==> src/rtl/ladybird_bus_arbiter.sv <==
`default_nettype none
// ============================================================================
// ladybird_bus_arbiter - round-robin fetch/data arbiter with in-order tag FIFO
// Revision 1.0
// ============================================================================
module ladybird_bus_arbiter #(
  parameter int XLEN  = 32,
  parameter int DEPTH = 2
) (
  input  logic              clk,
  input  logic              anrst,
  input  logic              nrst,
  input  logic [1:0]        r_req,
  output logic [1:0]        r_gnt,
  input  logic [XLEN-1:0]   r_addr0,
  input  logic [XLEN-1:0]   r_addr1,
  input  logic [XLEN-1:0]   r_wdata0,
  input  logic [XLEN-1:0]   r_wdata1,
  input  logic [XLEN/8-1:0] r_wstrb0,
  input  logic [XLEN/8-1:0] r_wstrb1,
  output logic [1:0]        r_rvalid,
  output logic [XLEN-1:0]   r_rdata,
  output logic              m_req,
  input  logic              m_gnt,
  output logic [XLEN-1:0]   m_addr,
  output logic [XLEN-1:0]   m_wdata,
  output logic [XLEN/8-1:0] m_wstrb,
  input  logic              m_rvalid,
  input  logic [XLEN-1:0]   m_rdata,
  output logic              err
);

  localparam int c_PW = (DEPTH > 1) ? $clog2(DEPTH) : 1;
  localparam int c_CW = $clog2(DEPTH + 1);
  localparam logic [c_PW-1:0] c_PTR_LAST = c_PW'(DEPTH - 1);
  localparam logic [c_CW-1:0] c_FULL     = c_CW'(DEPTH);

  logic             r_sel;
  logic             r_lock;
  logic             r_prio;
  logic             r_err;
  logic [DEPTH-1:0] r_tags;
  logic [c_PW-1:0]  r_wr_ptr;
  logic [c_PW-1:0]  r_rd_ptr;
  logic [c_CW-1:0]  r_cnt;

  logic w_run;
  logic w_sel;
  logic w_full;
  logic w_empty;
  logic w_push;
  logic w_pop;
  logic w_orphan;
  logic w_head;

  function automatic logic [c_PW-1:0] ptr_inc(input logic [c_PW-1:0] p);
    return (p == c_PTR_LAST) ? '0 : p + 1'b1;
  endfunction

  // Outputs are forced quiet for the whole time either reset is asserted.
  assign w_run = anrst & nrst;

  always_comb begin
    w_sel = r_sel;
    if (!r_lock) begin
      case (r_req)
        2'b01:   w_sel = 1'b0;
        2'b10:   w_sel = 1'b1;
        2'b11:   w_sel = ~r_prio;
        default: w_sel = r_sel;
      endcase
    end
  end

  assign w_full   = (r_cnt == c_FULL);
  assign w_empty  = (r_cnt == '0);
  assign m_req    = w_run & r_req[w_sel] & ~w_full;
  assign w_push   = m_req & m_gnt;
  assign w_pop    = w_run & m_rvalid & ~w_empty;
  assign w_orphan = w_run & m_rvalid & w_empty;
  assign w_head   = r_tags[r_rd_ptr];

  assign m_addr   = w_sel ? r_addr1  : r_addr0;
  assign m_wdata  = w_sel ? r_wdata1 : r_wdata0;
  assign m_wstrb  = w_sel ? r_wstrb1 : r_wstrb0;

  assign r_gnt    = w_push ? (w_sel  ? 2'b10 : 2'b01) : 2'b00;
  assign r_rvalid = w_pop  ? (w_head ? 2'b10 : 2'b01) : 2'b00;
  assign r_rdata  = m_rdata;
  assign err      = r_err;

  // Tag storage needs no reset: an entry is only read after it was pushed.
  always_ff @(posedge clk) begin
    if (w_push) r_tags[r_wr_ptr] <= w_sel;
  end

  always_ff @(posedge clk or negedge anrst) begin
    if (!anrst) begin
      r_sel    <= 1'b0;
      r_lock   <= 1'b0;
      r_prio   <= 1'b1;
      r_err    <= 1'b0;
      r_wr_ptr <= '0;
      r_rd_ptr <= '0;
      r_cnt    <= '0;
    end else if (!nrst) begin
      r_sel    <= 1'b0;
      r_lock   <= 1'b0;
      r_prio   <= 1'b1;
      r_err    <= 1'b0;
      r_wr_ptr <= '0;
      r_rd_ptr <= '0;
      r_cnt    <= '0;
    end else begin
      r_sel <= w_sel;
      if (w_push) begin
        r_wr_ptr <= ptr_inc(r_wr_ptr);
        r_prio   <= w_sel;
        r_lock   <= 1'b0;
      end else if (m_req) begin
        r_lock   <= 1'b1;
      end
      if (w_pop) r_rd_ptr <= ptr_inc(r_rd_ptr);
      case ({w_push, w_pop})
        2'b10:   r_cnt <= r_cnt + 1'b1;
        2'b01:   r_cnt <= r_cnt - 1'b1;
        default: r_cnt <= r_cnt;
      endcase
      if (w_orphan) r_err <= 1'b1;
    end
  end

endmodule
`default_nettype wire

==> config.mk <==
export PLATFORM = sky130hd
export DESIGN_NAME = ladybird_bus_arbiter
export DESIGN_NICKNAME = d
export VERILOG_FILES = /design/src/rtl/ladybird_bus_arbiter.sv
export SDC_FILE = /design/constraint.sdc
export NUM_CORES = 1
export LEC_CHECK = 0
export ABC_CLOCK_PERIOD_IN_PS = 5100
export CAP_MARGIN = 20
export CELL_PAD_IN_SITES_DETAIL_PLACEMENT = 1
export CELL_PAD_IN_SITES_GLOBAL_PLACEMENT = 1
export CORE_ASPECT_RATIO = 0.6
export CORE_MARGIN = 3
export CORE_UTILIZATION = 14
export DETAILED_ROUTE_END_ITERATION = 7
export PLACE_DENSITY_LB_ADDON = 0.15
export SETUP_SLACK_MARGIN = 0.3
export SYNTH_ARGS = -nofsm -noshare
export SYNTH_HDL_FRONTEND = slang
export SYNTH_SLANG_ARGS = --single-unit
==> constraint.sdc <==
create_clock -name clk -period 5.1 [get_ports clk]
set_input_delay 0.765 -clock clk [delete_from_list [all_inputs] [get_ports clk]]
set_output_delay 0.765 -clock clk [all_outputs]
set_load 0.005 [all_outputs]
=== Word level (Yosys, flattened, before mapping) ===
Cells that the tools add are included.

* Add/sub/neg operators: 4
* Order comparisons: 4
* Eq/ne operators: 11
* Multiplexer cells: 32
* Bitwise gates (word level): 10
* Reductions and logical operators: 2

{| class="wikitable"
|+ Operators with widths
! operator !! count
|-
| 32-bit two-way mux || 2
|-
| 1-bit two-way mux || 20
|-
| 2-bit two-way mux || 5
|-
| 2-bit == test, second input constant || 4
|-
| 1-bit bitwise AND || 7
|-
| 1-bit by 2-bit less-than comparator with 1-bit output, second input constant || 3
|-
| 2-bit by 1-bit inequality test with 1-bit output, second input constant || 3
|-
| 3-bit by 1-bit inequality test with 1-bit output, second input constant || 2
|-
| 2-bit by 1-bit == test with 1-bit output, second input constant || 2
|-
| 4-bit two-way mux || 1
|-
| 2-bit one-hot mux with 2 select lines || 1
|-
| 1-bit inverter || 3
|-
| 1-bit one-hot mux with 3 select lines || 1
|-
| 1-bit adder, second input constant || 2
|-
| 2-bit by 1-bit adder with 2-bit output, second input constant || 1
|-
| 2-bit bitwise mux || 1
|-
| 2-bit logical NOT || 1
|-
| 2-bit by 1-bit subtractor with 2-bit output, second input constant || 1
|-
| 1-bit demux with 1-bit select || 1
|-
| 1-bit greater-or-equal comparator, second input constant || 1
|-
| 1-bit logical AND || 1
|}

* Register bits after elaboration: 10
* Input port bits: 175
* Output and inout port bits: 106

=== Longest topological paths before layout ===
Gate-level depths: netlist of run 1.

* Word-level depth: 11
* Mapped depth: 5
* Mapped depth without buffers: 4

=== Least setup slack after synthesis of run 1 ===
Ideal clock, no wire load.

* Kind: input port to output port
* From: input r_req[0]
* To: output m_addr[0]
* Arrival: 1773 ps
* Path slack: 2562 ps
* Stages: 4
* Buffers on the path: 1
* Cells stage by stage: nand2_1 -> a32oi_4 -> buf_6 -> mux2_2

* Longest elaborated chain between the ends: 4

{| class="wikitable"
|+ Ends and longest elaborated chain
! item !! line !! text
|-
| from (decl) || 13 || <nowiki>input logic [1:0] r_req,</nowiki>
|-
| 2-bit == test / 2-bit by 1-bit == test with 1-bit output (equally long branches) || 66 || <nowiki>case (r_req)</nowiki>
|-
| 1-bit one-hot mux with 3 select lines (*) || 66 ||
|-
| 1-bit two-way mux (*) || 65 || <nowiki>if (!r_lock) begin</nowiki>
|-
| 32-bit two-way mux (*) || 83 || <nowiki>assign m_addr = w_sel ? r_addr1 : r_addr0;</nowiki>
|-
| to (decl) || 25 || <nowiki>output logic [XLEN-1:0] m_addr,</nowiki>
|}

Every way passes the cells marked *; elsewhere a longest branch is shown, timed or not.

=== Worst setup path in the final report of run 1 ===
* From: input r_req[0]
* To: output m_wstrb[2]

* Longest elaborated chain between the ends: 4

{| class="wikitable"
|+ Ends and longest elaborated chain
! item !! line !! text
|-
| 2-bit == test / 2-bit by 1-bit == test with 1-bit output (equally long branches) || 66 ||
|-
| 1-bit one-hot mux with 3 select lines (*) || 66 ||
|-
| 1-bit two-way mux (*) || 65 ||
|-
| 4-bit two-way mux (*) || 85 || <nowiki>assign m_wstrb = w_sel ? r_wstrb1 : r_wstrb0;</nowiki>
|-
| to (decl) || 27 || <nowiki>output logic [XLEN/8-1:0] m_wstrb,</nowiki>
|}

Marks and branches as above.

==> impl_metrics.json, run 1 <==
{
  "grt_usage_pct": 11.6,
  "clk_pin_slew_ns": 0.04,
  "antenna_found_initial": 0,
  "cp-end-kind": "output pin",
  "rows": 30,
  "final_common_cell": "clkdlybuf4s50_1",
  "setup_viol": 0,
  "routedLengthMet1_mm": 3.30,
  "die_area_sq_um": 13300,
  "synthArstFlopShare_pct": 80.0,
  "critPathRequiredTime_ns": 4.34,
  "hold_viol_final": 0,
  "firstDrtPassIters": 3,
  "ys_seq_elements": 10,
  "layout_common_cells": "clkdlybuf4s50_1, mux2_2, nor2_1",
  "hp-class": "flip-flop to flip-flop",
  "synth_top_family_by_area": "multiplexers",
  "slew_headroom_pct": 64.4,
  "syn_inst": 162,
  "grt_overflow": 0,
  "post_cts_buffers": 0,
  "clock_latency_ns": 0.23,
  "synthMuxAreaShare_pct": 49.7,
  "crit_type": "input port to output pin",
  "wl_met3_um": 887,
  "worst_pin_slew_ns": 0.533,
  "clockRootBuffer": "clkbuf_16",
  "p_per_area_nw_per_um2": 157,
  "fin_skew_ns": 0.000397,
  "cts_resized": 0,
  "rsz0062_at_grt": "no",
  "syn-num-nets": 337,
  "grt_pass1_vias": 2100,
  "period_needed_ns": 3.85,
  "ant_nets": 0,
  "drive_gt1_share_pct": 22.4,
  "ys_types": 31,
  "nets": 520,
  "max_freq_ghz": 0.260,
  "htreeDepth": 1,
  "report.final.slew_viol_count": 0,
  "fp.dieW_um": 147,
  "tritoncts": "built",
  "arrival_ns": 3.08,
  "max-vdd-ir-drop_uv": 107,
  "hold_buffers": 0,
  "post_drt_wl_per_cell_um": 16.2,
  "vias_per_cell": 3.80,
  "highest-signal-layer": "met4",
  "numCtsBuffers": 3,
  "status": "finished, final reports clean",
  "place.gp.congestion": 0.767,
  "vias": 1917,
  "p_leak_nw": 1.45,
  "yosysSeqAreaShare_pct": 15.7,
  "dp_hpwl_mm": 7.12,
  "dp_slack_ns": 1.25,
  "synthXorXnorAreaFrac_pct": 0.526,
  "maxCapViolations": 0,
  "synthSimpleGateAreaFrac_pct": 6.84,
  "grt_max_degree": 68,
  "yosysWarnings": 0,
  "synth_area_sq_um": 1670,
  "syn_to_final_growth_pct": 129,
  "r2r_slack_ns": 3.36,
  "postLayoutSetupSlackWorst_ns": 1.25,
  "synth_compound_area_share_pct": 7.14,
  "setup_tns_ns": 0,
  "crit_fanout": 67,
  "drtIter0Drc": 13,
  "totalWireLength_mm": 8.19,
  "period_share_pct": 75.4,
  "io_pins": 281,
  "cts.sinks": 10,
  "coreArea_sq_um": 11400,
  "diodes": 0,
  "avgSynthCellArea_sq_um": 10.3,
  "crit_path_start_kind": "input port",
  "grt_pass1_wl_mm": 12.3,
  "fp.dieH_um": 90.5,
  "synth_flop_cell": "dfrtp_1",
  "port_buffers": 216,
  "wl_met2_mm": 3.84,
  "yosys.area_share.adder_pct": 0,
  "drc": 0,
  "clk_path_buf_depth": 2,
  "start_util_pct": 14.5,
  "synth_edf_count": 2
}
[final timing paths]
kind,startpoint,end,depth (start not counted)
max in group asynchronous,anrst,r_prio,1
setup / recovery,r_req[0],m_wstrb[2],6
min in group asynchronous,anrst,r_cnt[1],1
hold / removal,err,err,2
hold reg to reg,err,err,2
setup reg to reg,r_prio,r_tags[1],4
[logic make-up (layout without fill, tap and decap cells)]
| kind of cell | count (synthesis) | after routing |
|---|---|---|
| XOR/XNOR | 1 | 1 |
| multiplexers | 72 | 72 |
| AO/OA/AOI/OAI | 14 | 14 |
| buffers and inverters | 43 | 225 |
| AND/OR/NAND/NOR | 22 | 22 |
| flip-flops | 10 | 10 |
[power breakdown]
group | switching [mW] | total [mW] | leakage (nW) | internal, mW
Clock | 0.0373 | 0.140 | 0.0385 | 0.103
Combinational | 0.102 | 0.367 | 1.29 | 0.265
Sequential | 0.00377 | 0.0904 | 0.124 | 0.0866
Total | 0.143 | 0.597 | 1.45 | 0.454
[synth_stat cells (all sizes together) (2+ instances only)]
cell | number | area [sq um]
a21boi | 2 | 15.0
and2 | 2 | 12.5
buf | 39 | 319
dfrtp | 7 | 175
edfxtp | 2 | 60.1
inv | 4 | 15.0
mux2 | 68 | 788
mux2i | 4 | 40.0
nand2 | 4 | 15.0
nand2b | 2 | 15.0
nor2 | 9 | 33.8
o21ai | 3 | 15.0
[worst max-delay path, stage by stage]
cell             delay (ns)
clkdlybuf4s50_1        0.54
nand2_1                0.11
a32oi_4                0.37
buf_12                 0.36
mux2_2                 0.38
clkdlybuf4s50_1        0.47
[layer usage]
layer | global-route usage, % | up-vias
li1 | - | 913
met3 | 4.51 | 18
met5 | 0 | -
met4 | 2.90 | 0
met2 | 19.8 | 108
met1 | 13.5 | 878
[stage by stage]
step	hold WS, ns	total power, mW	cell area, sq um	cells	util [%]
finish	0.506	0.597	3810	504	33.3
global route	0.554	0.635	3810	504	33.3
CTS	0.515	0.609	3810	504	33.3
detailed placement	0.506	0.464	3730	500	32.6
global placement	0.494	0.463	3730	500	32.6
floorplan	0.460	0.243	1670	162	-
[registers in the layout, summed over array words and instances, names as in the netlist]
register and flops:
err 1, r_cnt 2, r_lock 1, r_prio 1, r_rd_ptr 1, r_sel 1, r_tags 2, r_wr_ptr 1
[final cells by class]
cell class                 count  area (sq um)
fill                        1304          7640
timing repair buffer         217          2180
multi-input combinational    109          1070
sequential                    10           262
tap                          160           200
clock buffer                   3          75.1
inverter                       4          15.0
clock inverter                 1          3.75
No activity file was read; power rests on OpenSTA's default activity.
==> run 2: changes to the inputs <==
Settings changed: ABC_CLOCK_PERIOD_IN_PS 5100 to 3500, CORE_UTILIZATION 14 to 12.
Clock period 5.1 ns to 3.5 ns, I/O delays scaled along.
==> run 2 against run 1 <==
Worst setup slack worse by 0.76 ns. Clock-buffer cell count increased by 1. Design area is 3.0% higher. Core utilization shrank 3.6 points. Worst hold slack lost 0.0061 ns. Clock power is 44% higher. Sequential share of layout area decreased by 0.20 points. Critical path depth unchanged. Highest routed layer unchanged.
==> impl_metrics.json, run 2 (synthesized netlist as in run 1, its figures left out) <==
{
  "setup_viol": 0,
  "wl_met3_mm": 1.13,
  "clk_path_buf_depth": 2,
  "drc": 0,
  "report.final.slew_viol_count": 0,
  "crit_path_start_kind": "input port",
  "cp-end-kind": "output pin",
  "grt_pass1_vias": 2197,
  "nets": 527,
  "fp.dieW_um": 158,
  "vias_per_cell": 3.80,
  "layout_common_cells": "clkdlybuf4s50_1, mux2_2, nor2_1",
  "rsz0062_at_grt": "no",
  "start_util_pct": 12.6,
  "clk_pin_slew_ns": 0.04,
  "max_freq_ghz": 0.333,
  "syn_to_final_growth_pct": 135,
  "antenna_found_initial": 0,
  "wl_met2_mm": 4.17,
  "port_buffers": 216,
  "p_per_area_nw_per_um2": 230,
  "period_share_pct": 85.9,
  "tritoncts": "built",
  "totalWireLength_mm": 8.80,
  "routedLengthMet1_mm": 3.44,
  "vias": 1981,
  "highest-signal-layer": "met4",
  "htreeDepth": 1,
  "die_area_sq_um": 15400,
  "post_drt_wl_per_cell_um": 16.9,
  "maxCapViolations": 0,
  "hold_viol_final": 0,
  "grt_max_degree": 57,
  "period_needed_ns": 3.01,
  "io_pins": 281,
  "crit_fanout": 28,
  "arrival_ns": 2.48,
  "max-vdd-ir-drop_uv": 104,
  "firstDrtPassIters": 4,
  "clock_latency_ns": 0.23,
  "clockRootBuffer": "clkbuf_16",
  "fp.dieH_um": 97.3,
  "worst_pin_slew_ns": 0.479,
  "slew_headroom_pct": 67.8,
  "total_power_mw": 0.902,
  "grt_overflow": 0,
  "p_leak_nw": 1.51,
  "hp-class": "flip-flop to flip-flop",
  "status": "finished, final reports clean",
  "cts.sinks": 10,
  "grt_pass1_wl_mm": 12.1,
  "place.gp.congestion": 0.753,
  "ant_nets": 0,
  "coreArea_sq_um": 13200,
  "setup_tns_ns": 0,
  "grt_usage_pct": 9.94,
  "reg_top3": "r_cnt (2), r_tags (2)",
  "final_common_cell": "clkdlybuf4s50_1",
  "dp_hpwl_mm": 7.22,
  "numCtsBuffers": 3,
  "r2r_slack_ns": 1.85,
  "diodes": 0,
  "drive_gt1_share_pct": 23.9,
  "rows": 32,
  "drtIter0Drc": 30,
  "fin_skew_ns": 0.00128,
  "critPathRequiredTime_ns": 2.97,
  "crit_type": "input port to output pin"
}
-- run 2: changes by cell type in the layout (fill, tap and decap cells not counted) --
cell	change
buf_4	+2
buf_6	+2
dlymetal6s2s_1	+1
clkdlybuf4s50_1	-1
clkbuf_1	+1
clkbuf_16	+1
buf_8	+1
clkinv_1	-1
buf_12	+1
-- run 2: report_power, final --
group | switching, mW | internal [mW]
clock | 0.0501 | 0.152
sequential | 0.00566 | 0.126
combinational | 0.162 | 0.406
-- run 2: what timing repair did --
item / 4_1_cts / 5_1_grt
gates resized for setup: 0 / 7
gates cloned: 0 / 3
buffers inserted: 0 / 1
pin swaps: 0 / 1
hold buffers: 0 / 0
endpoints found under the setup margin: 24 / 68
-- run 2: layer usage --
metal  up-vias  track usage [%]
met3        10             4.72
met4         0             1.59
met1       903             10.5
met5         -                0
li1        930                -
met2       138             18.2
-- run 2: critical path, cell delays in order --
cell and delay (ns):
clkdlybuf4s50_1 0.48, a32oi_4 0.28, buf_12 0.16, buf_12 0.20
mux2_2 0.36, clkdlybuf4s50_1 0.46
-- run 2: final timing paths --
path / from / endpoint / cells past startpoint
setup reg to reg: r_cnt[0] / r_tags[0] / 5
max in group asynchronous: anrst / r_prio / 2
hold / removal: r_wr_ptr / r_wr_ptr / 1
min in group asynchronous: anrst / r_cnt[0] / 2
hold reg to reg: r_wr_ptr / r_wr_ptr / 1
setup / recovery: r_req[1] / m_wdata[30] / 6
-- run 2: area by class of cell --
class,count,area [sq um]
Tap cell,170,213
Sequential cell,10,262
Clock buffer,4,78.8
Multi-Input combinational cell,109,1070
Timing Repair Buffer,224,2280
Fill cell,1501,9290
Inverter,4,15.0
-- run 2: per-stage QoR --
step           utilization (%)  instances  worst slack (ns)  hold WS, ns  cell area, sq um
3_5_place_dp              28.5        513             0.270        0.493              3760
2_1_floorplan                -        162              1.44        0.229              1670
5_1_grt                   29.7        521             0.411        0.541              3920
3_3_place_gp              28.5        513             0.312        0.479              3760
6_report                  29.7        521             0.495        0.500              3920
4_1_cts                   29.1        517             0.271        0.501              3840
==> run 3: changes to the inputs <==
Settings changed: ABC_CLOCK_PERIOD_IN_PS 3500 to 3300, CORE_UTILIZATION 12 to 13.
Clock period 3.5 ns to 3.3 ns, I/O delays scaled along.
==> run 3 against run 2 <==
Highest routed layer unchanged. Die area decreased by 7.3%. Non-clock buffer count unchanged. Worst setup slack got worse by 0.080 ns. Largest cell class unchanged. Total power is 7.1% higher. Combinational power up 7.4%.
==> impl_metrics.json, run 3 (synthesized netlist as in run 1, its figures left out) <==
{
  "status": "finished, final reports clean",
  "grt_max_degree": 26,
  "p_per_area_nw_per_um2": 246,
  "hp-class": "flip-flop to flip-flop",
  "drive_gt1_share_pct": 23.9,
  "grt_overflow": 0,
  "worst_path_most_repeated_cell": "clkdlybuf4s50_1",
  "globalRoute.busiestLayer": "met2",
  "worstHoldStart": "err",
  "start_util_pct": 13.5,
  "drc": 0,
  "max-vdd-ir-drop_uv": 112,
  "clk_path_buf_depth": 2,
  "slowest_stage": "clkdlybuf4s50_1",
  "clk_pin_slew_ns": 0.04,
  "p_clk_share_pct": 22.4,
  "syn_to_final_growth_pct": 136,
  "worstReg2RegEnd": "r_tags[0]",
  "rows": 31,
  "max_stage_delay_ns": 0.60,
  "fp.dieH_um": 93.7,
  "holdPathStages": 2,
  "report.final.slew_viol_count": 0,
  "fin_skew_ns": 0.00502,
  "ant_nets": 0,
  "antenna_found_initial": 0,
  "htreeDepth": 1,
  "switchingPower_mw": 0.236,
  "arrival_ns": 2.39,
  "tritoncts": "built",
  "port_buffers": 216,
  "r2r_slack_ns": 1.64,
  "critPathRequiredTime_ns": 2.80,
  "worst_pin_slew_ns": 0.449,
  "timing.rr.start": "r_prio",
  "post_drt_wl_per_cell_um": 17.7,
  "firstDrtPassIters": 4,
  "reg_top3": "r_cnt (2), r_tags (2)",
  "clockRootBuffer": "clkbuf_16",
  "rsz0062_at_grt": "yes",
  "gr-usage-met3_pct": 5.06,
  "maxCapViolations": 0,
  "p_int_mw": 0.730,
  "swShare_pct": 24.4,
  "layout_common_cells": "clkdlybuf4s50_1, mux2_2, nor2_1",
  "grt_usage_pct": 12.0,
  "clock_latency_ns": 0.24,
  "multi_input_area_sq_um": 1070,
  "min_to": "err",
  "path_buf_inv": 2,
  "die_area_sq_um": 14200,
  "crit_fanout": 7,
  "seqCellArea_sq_um": 262,
  "final_common_cell": "clkdlybuf4s50_1",
  "drtIter0Drc": 33,
  "crit_type": "input port to output pin",
  "setup_tns_ns": 0,
  "grt_pass1_wl_mm": 13.3,
  "place.gp.congestion": 0.742,
  "max_freq_ghz": 0.347,
  "diodes": 0,
  "fp.dieW_um": 152,
  "crit_chain": "clkdlybuf4s50_1 > nand2_1 > a21oi_1 > nand3_2 > nor2_1 > clkdlybuf4s50_1",
  "setup_viol": 0,
  "grt_pass1_vias": 2187,
  "power_frac_comb_pct": 63.1,
  "io_pins": 281,
  "slew_headroom_pct": 70.0,
  "vias": 1960,
  "coreArea_sq_um": 12300,
  "fillers": 1388,
  "rr_worst_depth": 5,
  "p_seq_share_pct": 14.5,
  "vias_per_cell": 3.80,
  "period_share_pct": 87.4,
  "met1_usage_pct": 13.7,
  "cp-end-kind": "output pin",
  "dp_hpwl_mm": 7.64,
  "hold_viol_final": 0,
  "numCtsBuffers": 3,
  "gr-usage-met2_pct": 21.8,
  "p_leak_nw": 1.52,
  "crit_family": "buffers and inverters",
  "holdWs_ns": 0.498,
  "crit_path_start_kind": "input port",
  "cts.sinks": 10,
  "nets": 527,
  "hold_buffers": 0,
  "period_needed_ns": 2.89,
  "totalWireLength_mm": 9.15
}
[run 3: cell type report]
type                    instances  share of cell area (%)
flip-flops and latches         10                    6.65
repair buffers                224                    58.5
well taps                     165                    5.25
inverters                       4                   0.382
clock inverters                 1                  0.0955
clock buffers                   3                    1.91
multi-input cells             109                    27.2
[run 3: worst max path at each step]
stage,slack [ns],end,depth (start not counted),from
after floorplan,1.28,m_addr[0],4,r_prio
after global placement,0.16,m_addr[19],6,r_req[0]
after detailed placement,0.14,m_addr[19],6,r_req[0]
after CTS,0.39,m_wdata[29],7,r_req[0]
after global routing,0.28,r_gnt[0],6,nrst
final,0.41,r_gnt[0],6,nrst
[run 3: metrics by stage]
stage          setup WS, ns  area (sq um)  power, mW  std cells  util, %
3_5_place_dp          0.145          3760      0.724        508     30.6
5_1_grt               0.278          3930       1.03        516     32.0
6_report              0.415          3930      0.966        516     32.0
3_3_place_gp          0.163          3760      0.727        508     30.6
4_1_cts               0.386          3930      0.987        516     32.0
2_1_floorplan          1.28          1670      0.375        162        -
[run 3: worst register-to-register path: stages (launching register included)]
cell and delay, ns:
dfstp_2 0.52, nand2_1 0.08, a32oi_4 0.27, buf_12 0.16, bufbuf_16 0.29, inv_1 0.08
[run 3: power by group through the flow]
| stage | Sequential (mW) | Combinational (mW) | Clock [mW] |
|---|---|---|---|
| floorplan | 0.140 | 0.236 | 0 |
| global placement | 0.141 | 0.585 | 0 |
| detailed placement | 0.142 | 0.583 | 0 |
| CTS | 0.140 | 0.622 | 0.225 |
| global route | 0.141 | 0.655 | 0.233 |
| finish | 0.140 | 0.610 | 0.216 |
[run 3: what timing repair did]
action	CTS	global route
setup buffers	2	0
resized for setup	7	1
cloned	2	0
setup endpoints to repair	69	11
pin swaps	1	1
[run 3: metal layers]
| metal | routed length, um | share of wire (%) |
|---|---|---|
| met1 | 3470 | 38 |
| met2 | 4790 | 52 |
| met3 | 847 | 9.3 |
| met4 | 40 | 0.44 |
| met5 | 0 | 0 |
==> variant 1 (settings of run 2) <==
`XLEN`: 32 -> 40.
--- a/src/rtl/ladybird_bus_arbiter.sv
+++ b/src/rtl/ladybird_bus_arbiter.sv
@@ -4,7 +4,7 @@
 // Revision 1.0
 // ============================================================================
 module ladybird_bus_arbiter #(
-  parameter int XLEN  = 32,
+  parameter int XLEN  = 40,
   parameter int DEPTH = 2
 ) (
   input  logic              clk,
Ports: changed (11 resized); port bits go from 281 to 348. The function was not compared with the original's and may differ.
==> variant 1 against run 2 <==
  * Sequential cell count unchanged
  * Final cell count increased by 18%
  * Synthesized area increased by 14%
  * Largest cell class unchanged
  * Die area increased by 14%
  * Routed wire length increased by 33%
  * Final area increased by 20%
  * Worst setup slack improved by 0.028 ns
  * Synthesized cell count increased by 17%
  * Power increased by 15%
==> variant 1: results (changes against run 2) <==
\begin{tabular}{lr}
\hline
Metric & Value \\
\hline
\multicolumn{2}{l}{\textbf{GRT}} \\
\quad Global Route met3 Usage & 3.54\% (-1.2 points) \\
\quad Total track usage & 12.5\% (+2.5 points) \\
\quad GRT met2 Usage & 24.3\% (+6.2 points) \\
\quad GR met1 Demand/Resource & 13.4\% (+2.9 points) \\
\multicolumn{2}{l}{\textbf{Routing}} \\
\quad First-pass detailed-route iteration total & 3 (-1) \\
\quad First-iteration detailed-routing DRC count & 54 (+80\%) \\
\quad Total length of routed met2 wires & 6340 um (+52\%) \\
\quad Via/cell ratio & 3.77 (-0.85\%) \\
\quad Aggregate routed wire length & 11,700 um (+33\%) \\
\multicolumn{2}{l}{\textbf{Synth}} \\
\quad Share of the synthesized area in the top cell type & 46.7\% (+4.8 points) \\
\quad Synth Net Count & 406 (+20\%) \\
\quad Top post-synthesis cells by area & sky130\_fd\_sc\_hd\_\_mux2\_2 47\%, sky130\_fd\_sc\_hd\_\_buf\_4 19\%, sky130\_fd\_sc\_hd\_\_dfrtp\_1 9.2\%, sky130\_fd\_sc\_hd\_\_mux2\_4 4.7\%, sky130\_fd\_sc\_hd\_\_edfxtp\_1 3.2\% \\
\multicolumn{2}{l}{\textbf{Finish}} \\
\quad Final-layout non-clock buffer area share & 60.3\% (+2.1 points) \\
\quad Count of multi-input combinational gates & 126 (+16\%) \\
\quad Register share of the cell area & 5.58\% (-1.1 points) \\
\quad Final core occ & 31.3\% (+1.6 points) \\
\quad Share of layout cells above drive strength 1 & 23.9\% (-0.065 points) \\
\quad ClkCell Share & 1.68\% (-0.33 points) \\
\multicolumn{2}{l}{\textbf{Timing}} \\
\quad Transition time of the tightest slew-check pin & 0.468 ns (-0.0112 ns) \\
\quad Worst Skew & 0.00425 ns (+0.00297 ns) \\
\multicolumn{2}{l}{\textbf{Place}} \\
\quad Pre-CTS WS & 0.248 ns (-0.0223 ns) \\
\quad Area post-placement & 4550 sq um (+21\%) \\
\quad Placed cell count & 611 (+19\%) \\
\multicolumn{2}{l}{\textbf{Power and ir drop}} \\
\quad Internal power contribution & 0.783 mW (+14\%) \\
\quad Clock power frac & 19.6\% (-2.8 points) \\
\quad PwrDens & 221 nW/um\^{}2 (-4.1\%) \\
\quad Static Leakage & 1.80 nW (+19\%) \\
\quad Power in combinational cells & 0.701 mW (+23\%) \\
\multicolumn{2}{l}{\textbf{Outcome}} \\
\quad Result of the run & completed \\
\hline
\end{tabular}
[variant 1: cell count changes in the layout (fill, tap and decap cells not counted), sizes merged]
| cell | run 2 | this run |
|---|---|---|
| clkdlybuf4s50 | 215 | 265 |
| dlymetal6s2s | 1 | 2 |
| mux2 | 68 | 85 |
[variant 1: cells by family after synthesis]
| kind of cell | count (synthesis) | synth area share, % |
|---|---|---|
| mux | 89 | 53.6 |
| buf+inv | 53 | 20.7 |
| simple gates | 22 | 5.85 |
| compound gates | 14 | 5.65 |
| flops | 10 | 13.7 |
| xor+xnor | 1 | 0.460 |
[variant 1: path summary, 6_finish.rpt]
path                            startpoint    endpoint  slack [ns]  cells past startpoint
worst max-delay path              r_req[1]  m_addr[37]        0.52                      6
worst min-delay path                   err         err        0.50                      2
worst max register to register      r_prio   r_tags[0]        1.96                      5
worst min register to register         err         err        0.50                      2
max in group asynchronous            anrst      r_prio        2.65                      2
min in group asynchronous            anrst    r_cnt[1]        0.62                      2
==> variant 2 (config.mk and constraints of run 2) <==
Made on the original files. Make the reset (`anrst`) synchronous in one clocked block.
--- a/src/rtl/ladybird_bus_arbiter.sv
+++ b/src/rtl/ladybird_bus_arbiter.sv
@@ -94,7 +94,7 @@
     if (w_push) r_tags[r_wr_ptr] <= w_sel;
   end
 
-  always_ff @(posedge clk or negedge anrst) begin
+  always_ff @(posedge clk) begin
     if (!anrst) begin
       r_sel    <= 1'b0;
       r_lock   <= 1'b0;
Check against the original RTL: differs if anrst is asserted again (counterexample within 4 cycles, from zero or initial values and one cycle with anrst low); with anrst held inactive, the same outputs for 10 cycles.
==> variant 2 against run 2 <==
  * Power decreased by 9.0%
  * Worst setup slack got worse by 0.076 ns
  * Final area decreased by 2.7%
  * Global-route usage increased by 0.66 points
  * Routed wire length decreased by 2.1%
  * Sequential share of layout area decreased by 0.90 points
  * Sequential cell count unchanged
  * Combinational power decreased by 18%
  * Synthesized area decreased by 4.0%
  * Critical path type unchanged
==> variant 2: results (changes against run 2) <==
\begin{tabular}{lr}
\hline
Metric & Value \\
\hline
\multicolumn{2}{l}{\textbf{Routing}} \\
\quad Aggregate routed wire length & 8620 um (-2.1\%) \\
\quad Met3 wire length & 948 um (-16\%) \\
\quad Met1 routed wirelength after detailed routing & 3290 um (-4.1\%) \\
\quad Via/cell ratio & 3.77 (-0.93\%) \\
\multicolumn{2}{l}{\textbf{Synth}} \\
\quad Synthesized-area fraction occupied by xor and xnor cells & 1.64\% (+1.1 points) \\
\quad Portion of the post-synthesis area used by sequential elements & 13.8\% (-1.9 points) \\
\quad Synth Net Count & 341 (+1.2\%) \\
\quad Multiplexer share of the synthesized area & 49.1\% (-0.60 points) \\
\quad Most used DFF post-synth & sky130\_fd\_sc\_hd\_\_dfxtp\_1 \\
\quad Cell types with the highest counts after synthesis & 68 x sky130\_fd\_sc\_hd\_\_mux2\_2, 32 x sky130\_fd\_sc\_hd\_\_buf\_4, 12 x sky130\_fd\_sc\_hd\_\_nor2\_1 \\
\quad Synthesized-area fraction occupied by ao, oa, aoi and oai cells & 5.32\% (-1.8 points) \\
\quad Mapped Cells & 165 (+1.9\%) \\
\quad Number of library cell types mapped by synthesis & 27 (-13\%) \\
\quad Async SR Flop Fraction & 0\% (-80 points) \\
\multicolumn{2}{l}{\textbf{Critical path}} \\
\quad Maximum fanout along the worst path & 30 (+7.1\%) \\
\quad Worst reg-to-reg setup slack & 1.39 ns (-0.46 ns) \\
\quad Destination of the worst register-to-register timing path & r\_cnt[1] \\
\quad End point of the critical path & m\_wdata[31] \\
\multicolumn{2}{l}{\textbf{Clock network}} \\
\quad Number of gates resized after CTS & 1 (+1) \\
\multicolumn{2}{l}{\textbf{GRT}} \\
\quad Via count of the first global-routing pass & 2,083 (-5.2\%) \\
\quad Total track usage & 10.6\% (+0.66 points) \\
\quad Global Route met3 Usage & 4.08\% (-0.64 points) \\
\quad GRT met2 Usage & 18.7\% (+0.52 points) \\
\quad Maximum number of pins on one net before global-route repair & 32 (-44\%) \\
\quad GR met1 Demand/Resource & 12.5\% (+2.0 points) \\
\multicolumn{2}{l}{\textbf{Place}} \\
\quad Pre-CTS WS & 0.233 ns (-0.0374 ns) \\
\quad Area post-placement & 3680 sq um (-2.3\%) \\
\quad HPWL after detailed placement & 7290 um (+0.92\%) \\
\quad Placed cell count & 509 (-0.78\%) \\
\multicolumn{2}{l}{\textbf{Finish}} \\
\quad Number of filler cells placed in the layout & 1,443 (-3.9\%) \\
\quad Share of layout cells above drive strength 1 & 22.6\% (-1.4 points) \\
\multicolumn{2}{l}{\textbf{Worst hold path}} \\
\quad Worst Hold Path EP & err \\
\quad Startpoint of the lowest-slack hold path & err \\
\quad Cells on Worst Hold Path & 2 (+1) \\
\multicolumn{2}{l}{\textbf{Power and ir drop}} \\
\quad Switching share of power & 22.3\% (-1.9 points) \\
\quad Static Leakage & 1.41 nW (-6.6\%) \\
\multicolumn{2}{l}{\textbf{Outcome}} \\
\quad Result of the run & completed \\
\multicolumn{2}{l}{\textbf{Timing}} \\
\quad Worst Skew & 0.00630 ns (+0.00502 ns) \\
\hline
\end{tabular}
variant 2: power groups by stage:
stage | registers [mW] | clock network (mW) | logic, mW
2_1_floorplan | 0.125 | 0 | 0.173
3_3_place_gp | 0.126 | 0 | 0.463
3_5_place_dp | 0.126 | 0 | 0.464
4_1_cts | 0.124 | 0.235 | 0.480
5_1_grt | 0.124 | 0.244 | 0.505
6_report | 0.124 | 0.229 | 0.468
variant 2: critical path: stages:
cell	delay, ns
sky130_fd_sc_hd__clkdlybuf4s50_1	0.51
sky130_fd_sc_hd__a32oi_4	0.36
sky130_fd_sc_hd__buf_12	0.15
sky130_fd_sc_hd__buf_16	0.18
sky130_fd_sc_hd__mux2_2	0.35
sky130_fd_sc_hd__clkdlybuf4s50_1	0.45
variant 2: cell type report:
type                       instances  area [sq um]  area share (%)
timing repair buffer             220          2240            58.7
multi-input combinational        113          1050            27.5
sequential                        10           220            5.77
tap                              165           206            5.41
clock buffer                       4          88.8            2.33
inverter                           3          11.3           0.295
